File: src/rtl/pc_sequencer.sv
// pc_sequencer: fetch-stage PC owner with redirect, stall, imem-wait and debug-halt control.
module pc_sequencer #(
  parameter int                ADDR_W   = 8,
  parameter logic [ADDR_W-1:0] RESET_PC = '0
) (
  input  logic              clk,
  input  logic              rst,
  input  logic              ex_redirect,
  input  logic [ADDR_W-1:0] ex_target,
  input  logic              id_jump,
  input  logic [ADDR_W-1:0] id_target,
  input  logic              hazard_stall,
  input  logic              imem_ready,
  input  logic              halt_req,
  input  logic              resume,
  output logic [ADDR_W-1:0] pc,
  output logic              pc_valid,
  output logic              stall_ifid,
  output logic              flush_ifid,
  output logic              flush_idex,
  output logic [15:0]       stall_cycles
);
  typedef enum logic [1:0] {S_RUN, S_WAIT, S_HALT} state_t;
  state_t            state_q, state_d;
  logic [ADDR_W-1:0] pc_q, pc_d, pend_target_q, pend_target_d, run_pc;
  logic              pend_valid_q, pend_valid_d;
  logic [15:0]       stall_cycles_q, stall_cycles_d;
  logic              halted, jump_eff, take_halt, hold;

  always_ff @(posedge clk or negedge rst) begin
    if (!rst) begin
      state_q        <= S_RUN;
      pc_q           <= RESET_PC;
      pend_valid_q   <= 1'b0;
      pend_target_q  <= '0;
      stall_cycles_q <= '0;
    end else begin
      state_q        <= state_d;
      pc_q           <= pc_d;
      pend_valid_q   <= pend_valid_d;
      pend_target_q  <= pend_target_d;
      stall_cycles_q <= stall_cycles_d;
    end
  end

  // A jump held in ID by a load-use stall is not a request yet.
  always_comb begin
    halted    = state_q == S_HALT;
    jump_eff  = id_jump & ~hazard_stall;
    take_halt = halt_req & imem_ready & ~ex_redirect & ~jump_eff & ~pend_valid_q;
    state_d   = halted ? (resume ? S_RUN : S_HALT) : ~imem_ready ? S_WAIT : take_halt ? S_HALT : S_RUN;
  end

  always_comb begin
    run_pc         = ex_redirect ? ex_target : pend_valid_q ? pend_target_q :
                     hazard_stall ? pc_q : jump_eff ? id_target : pc_q + ADDR_W'(1);
    pc_d           = (halted | ~imem_ready) ? pc_q : run_pc;
    hold           = ~halted & (~imem_ready | (~ex_redirect & ~pend_valid_q & hazard_stall));
    stall_cycles_d = (hold && stall_cycles_q != 16'hFFFF) ? stall_cycles_q + 16'd1 : stall_cycles_q;
    pend_valid_d   = halted ? pend_valid_q : ~imem_ready & (ex_redirect | jump_eff | pend_valid_q);
    pend_target_d  = (halted | imem_ready) ? pend_target_q : ex_redirect ? ex_target :
                     (jump_eff & ~pend_valid_q) ? id_target : pend_target_q;
    pc             = pc_q;
    pc_valid       = ~halted;
    stall_cycles   = stall_cycles_q;
    stall_ifid     = hazard_stall & ~ex_redirect & ~halted;
    flush_idex     = ex_redirect | stall_ifid;
    flush_ifid     = ex_redirect | jump_eff | (~stall_ifid & (~imem_ready | pend_valid_q | halted));
  end
endmodule
File: config.mk
export PLATFORM = sky130hd
export DESIGN_NAME = pc_sequencer
export DESIGN_NICKNAME = d
export VERILOG_FILES = /design/src/rtl/pc_sequencer.sv
export SDC_FILE = /design/constraint.sdc
export NUM_CORES = 1
export LEC_CHECK = 0
export ABC_AREA = 1
export CORE_UTILIZATION = 54
export DETAILED_ROUTE_END_ITERATION = 10
export GPL_ROUTABILITY_DRIVEN = 0
export PLACE_DENSITY = 0.85
export SYNTH_ARGS = -nofsm -noshare
export SYNTH_HDL_FRONTEND = slang
export SYNTH_SLANG_ARGS = --single-unit
File: constraint.sdc
create_clock -name clk -period 2.46 [get_ports clk]
set_input_delay 0.369 -clock clk [delete_from_list [all_inputs] [get_ports clk]]
set_output_delay 0.369 -clock clk [all_outputs]
set_load 0.02 [all_outputs]
==> impl_metrics.sql <==
INSERT INTO impl_metrics (metric_group, metric, value, unit) VALUES
('critical_path', 'endpoint_type_of_the_worst_setup_path', 'primary output', ''),
('clocking', 'post_cts_resized', '0', ''),
('critical_path', 'arrival', '1.88', 'ns'),
('clocking', 'clock-sinks', '35', ''),
('power_and_ir_drop', 'worst_ir_drop_vdd', '0.4771', 'mV'),
('timing', 'setup_viol', '0', ''),
('critical_path', 'crit_path_cell_trace', 'clkdlybuf4s50_1, inv_1, nand2_1, inv_1, o21ai_0, clkdlybuf4s50_1', ''),
('synthesis', 'syn-cell-area', '2271', 'µm²'),
('global_route', 'maximum_number_of_pins_on_one_net_before_global_route_repair', '36', ''),
('clocking', 'clk_path_buf_depth', '2', ''),
('cells_and_area', 'final_layout_size_suffix_gt1_frac', '0.08824', ''),
('route', 'dr.pass1.iters', '4', ''),
('clocking', 'clk_pin_slew_worst_paths', '0.08', 'ns'),
('critical_path', 'cpLargestDelayFamily', 'buffers and inverters', ''),
('synthesis', 'syn_inst', '317', ''),
('timing', 'timing.slew.headroom', '0.5526', ''),
('route', 'drt_wl_total', '5674', 'µm'),
('cells_and_area', 'multiInputGateArea', '1136', 'µm²'),
('synthesis', 'postSynthNetCount', '343', ''),
('floorplanning', 'design.core.area', '4029', 'µm²'),
('timing', 'achievable-frequency', '0.4449', 'GHz'),
('status', 'run_status', 'finished clean', ''),
('route', 'route.detailed.drc', '0', ''),
('timing', 'period_minus_slack', '2.248', 'ns'),
('route', 'detailedRoute.firstIterationViolations', '232', ''),
('critical_path', 'timing.critical_path.slowest_stage_cell', 'sky130_fd_sc_hd__clkdlybuf4s50_1', ''),
('clocking', 'cts.repair_timing.setup_buffer_count', '0', ''),
('critical_path', 'cpPeakStageDelay', '0.62', 'ns'),
('floorplanning', 'io_pins', '52', ''),
('critical_path', 'worst-endpoint-required', '2.09', 'ns'),
('place', 'dp_hpwl', '4097', 'µm'),
('cells_and_area', 'areaGrowthSynthToFinish', '29.09', '%'),
('power_and_ir_drop', 'power.density_cell_area', '738.5', 'nW/µm²'),
('clocking', 'cts_max_level', '2', ''),
('cells_and_area', 'final_net_count', '399', ''),
('flow_run', 'max_cap_violations', '0', ''),
('synthesis', 'synth_seq_area_share', '0.3857', ''),
('floorplanning', 'core.rowCount', '23', ''),
('route', 'route.met3.wl', '402', 'µm'),
('floorplanning', 'die-area', '4469', 'µm²'),
('clocking', 'post_cts_hold_fix_bufs', '0', ''),
('critical_path', 'r2r.worst_path.cells', '8', ''),
('clocking', 'clock_insertion_delay_worst_skew', '0.29', 'ns'),
('clocking', 'numCtsBuffers', '5', ''),
('synthesis', 'synth_warnings', '0', ''),
('route', 'vias', '2312', ''),
('clocking', 'clock_tree_from_tritoncts', 'done', ''),
('route', 'wl_met1', '2437', 'µm'),
('place', 'pre_cts_slack', '0.2136', 'ns'),
('route', 'final_antenna_net_count', '0', ''),
('route', 'route.detailed.vias_per_inst', '5.453', ''),
('global_route', 'grt_overflow_total', '0', ''),
('critical_path', 'critical_path.n_buffers_inverters', '4', ''),
('timing', 'finalHoldViolations', '0', ''),
('power_and_ir_drop', 'post-layout-total-power', '0.002165', 'W'),
('cells_and_area', 'nFillCells', '332', ''),
('synthesis', 'avgSynthCellArea', '7.164', 'µm²'),
('route', 'wire_per_inst', '13.38', 'µm'),
('clocking', 'clock-root-buffer', 'sky130_fd_sc_hd__clkbuf_8', ''),
('place', 'buffer_ports.inserted', '51', ''),
('cells_and_area', 'seq_area', '875.8', 'µm²'),
('route', 'dr_wl_met2', '2736', 'µm'),
('route', 'highest_layer_used_for_signal_routing', 'met4', ''),
('timing', 'timing_max_transition_violations_final', '0', ''),
('min_path', 'min-delay-path-class', 'primary input to async pin', ''),
('cells_and_area', 'final_cell_area', '2932', 'µm²'),
('global_route', 'grt_antenna_before_repair', '0', ''),
('timing', 'final_min_period_over_clock_period', '0.9137', ''),
('power_and_ir_drop', 'leakage', '1.396', 'nW'),
('global_route', 'grt_first_pass_wirelength', '9418', 'µm'),
('floorplanning', 'die_w', '66.85', 'µm');
per-stage QoR:
step                instances  utilization  hold WS (ns)
finish                    424       0.7276        0.4750
global route              424       0.7276        0.5269
CTS                       424       0.7276        0.5034
detailed placement        416       0.6997        0.5351
global placement          416       0.6997        0.5155
floorplan                 317            -       0.07341
area by class of cell:
| type | instances | share of cell area |
|---|---|---|
| multi-input cells | 226 | 0.3875 |
| repair buffers | 58 | 0.1921 |
| well taps | 50 | 0.02134 |
| clock inverters | 3 | 0.01494 |
| inverters | 47 | 0.06189 |
| clock buffers | 5 | 0.02347 |
| flip-flops and latches | 35 | 0.2988 |
cells in the mapped netlist:
| library cell | number | area share |
|---|---|---|
| sky130_fd_sc_hd__nand2_1 | 87 | 0.14 |
| sky130_fd_sc_hd__inv_1 | 46 | 0.076 |
| sky130_fd_sc_hd__dfrtp_1 | 35 | 0.39 |
| sky130_fd_sc_hd__o21ai_0 | 35 | 0.077 |
| sky130_fd_sc_hd__nor2_1 | 27 | 0.045 |
| sky130_fd_sc_hd__nand3_1 | 19 | 0.042 |
| sky130_fd_sc_hd__a21oi_1 | 17 | 0.037 |
| sky130_fd_sc_hd__nor3_1 | 6 | 0.013 |
| sky130_fd_sc_hd__nand4_1 | 5 | 0.014 |
| sky130_fd_sc_hd__o21ai_2 | 5 | 0.019 |
| sky130_fd_sc_hd__xor2_1 | 4 | 0.015 |
| sky130_fd_sc_hd__a31oi_1 | 3 | 0.0083 |
| sky130_fd_sc_hd__buf_4 | 3 | 0.0099 |
| sky130_fd_sc_hd__nand3_2 | 3 | 0.013 |
| sky130_fd_sc_hd__buf_6 | 2 | 0.0099 |
| sky130_fd_sc_hd__clkbuf_1 | 2 | 0.0033 |
| sky130_fd_sc_hd__ha_1 | 2 | 0.011 |
| sky130_fd_sc_hd__nand2_2 | 2 | 0.0055 |
| sky130_fd_sc_hd__o21bai_1 | 2 | 0.0066 |
| sky130_fd_sc_hd__a211oi_4 | 1 | 0.0088 |
| sky130_fd_sc_hd__a21oi_2 | 1 | 0.0039 |
| sky130_fd_sc_hd__buf_12 | 1 | 0.0088 |
| sky130_fd_sc_hd__buf_2 | 1 | 0.0022 |
| sky130_fd_sc_hd__inv_6 | 1 | 0.0039 |
| sky130_fd_sc_hd__nand2_4 | 1 | 0.0050 |
| sky130_fd_sc_hd__nand3b_2 | 1 | 0.0050 |
| sky130_fd_sc_hd__nor2_4 | 1 | 0.0050 |
| sky130_fd_sc_hd__nor3_4 | 1 | 0.0072 |
| sky130_fd_sc_hd__o31ai_1 | 1 | 0.0033 |
| sky130_fd_sc_hd__xnor2_1 | 1 | 0.0039 |
| sky130_fd_sc_hd__xor2_2 | 1 | 0.0072 |
flip-flops by register name, summed over array words and instances (netlist names):
name	flops
state_q	2
stall_cycles	16
pend_valid_q	1
pend_target_q	8
pc	8
layout by cell type (no fill, tap or decap), types with 2 or more instances in the layout:
master | Yosys | layout
sky130_fd_sc_hd__a21oi_1 | 17 | 17
sky130_fd_sc_hd__nand3_2 | 3 | 3
sky130_fd_sc_hd__a31oi_1 | 3 | 3
sky130_fd_sc_hd__buf_4 | 3 | 7
sky130_fd_sc_hd__nor2_1 | 27 | 27
sky130_fd_sc_hd__nand2_2 | 2 | 2
sky130_fd_sc_hd__xor2_1 | 4 | 4
sky130_fd_sc_hd__nand4_1 | 5 | 5
sky130_fd_sc_hd__clkdlybuf4s50_1 | 0 | 51
sky130_fd_sc_hd__nand2_1 | 87 | 87
sky130_fd_sc_hd__ha_1 | 2 | 2
sky130_fd_sc_hd__nor3_1 | 6 | 6
sky130_fd_sc_hd__o21bai_1 | 2 | 2
sky130_fd_sc_hd__nand3_1 | 19 | 19
sky130_fd_sc_hd__dfrtp_1 | 35 | 35
sky130_fd_sc_hd__o21ai_0 | 35 | 35
sky130_fd_sc_hd__o21ai_2 | 5 | 5
sky130_fd_sc_hd__inv_1 | 46 | 46
sky130_fd_sc_hd__clkbuf_8 | 0 | 5
power by group:
group / switching, W / leakage [nW] / internal (W) / total, W
logic: 0.000466 / 0.901 / 0.000352 / 0.000818
registers: 0.000128 / 0.437 / 0.000693 / 0.000821
clock network: 0.000224 / 0.0581 / 0.000302 / 0.000526
total: 0.000818 / 1.40 / 0.00135 / 0.00217
worst paths after layout:
check | from | to
setup / recovery | ex_redirect | flush_ifid
max in group asynchronous | rst | pend_target_q[3]
hold reg to reg | pend_target_q[3] | pend_target_q[3]
min in group clk | pend_target_q[3] | pend_target_q[3]
hold / removal | rst | stall_cycles[14]
setup reg to reg | stall_cycles[0] | stall_cycles[9]
cell families (layout without fill, tap and decap cells):
family                     after synthesis  after routing  synth area share
AOI/OAI and AO/OA                       65             65            0.1647
xor gates and xnor gates                 6              6           0.02645
adders and majority gates                2              2           0.01102
buffers and inverters                   56            113            0.1141
DFF                                     35             35            0.3857
and+or+nand+nor                        153            153            0.2981
layer usage:
metal  GRT usage  vias to the layer above
met5           0                        -
met3     0.06507                       13
met2      0.4356                       99
met4      0.1011                        0
met1      0.3874                     1071
li1            -                     1129
(Power assumes the default switching activity.)
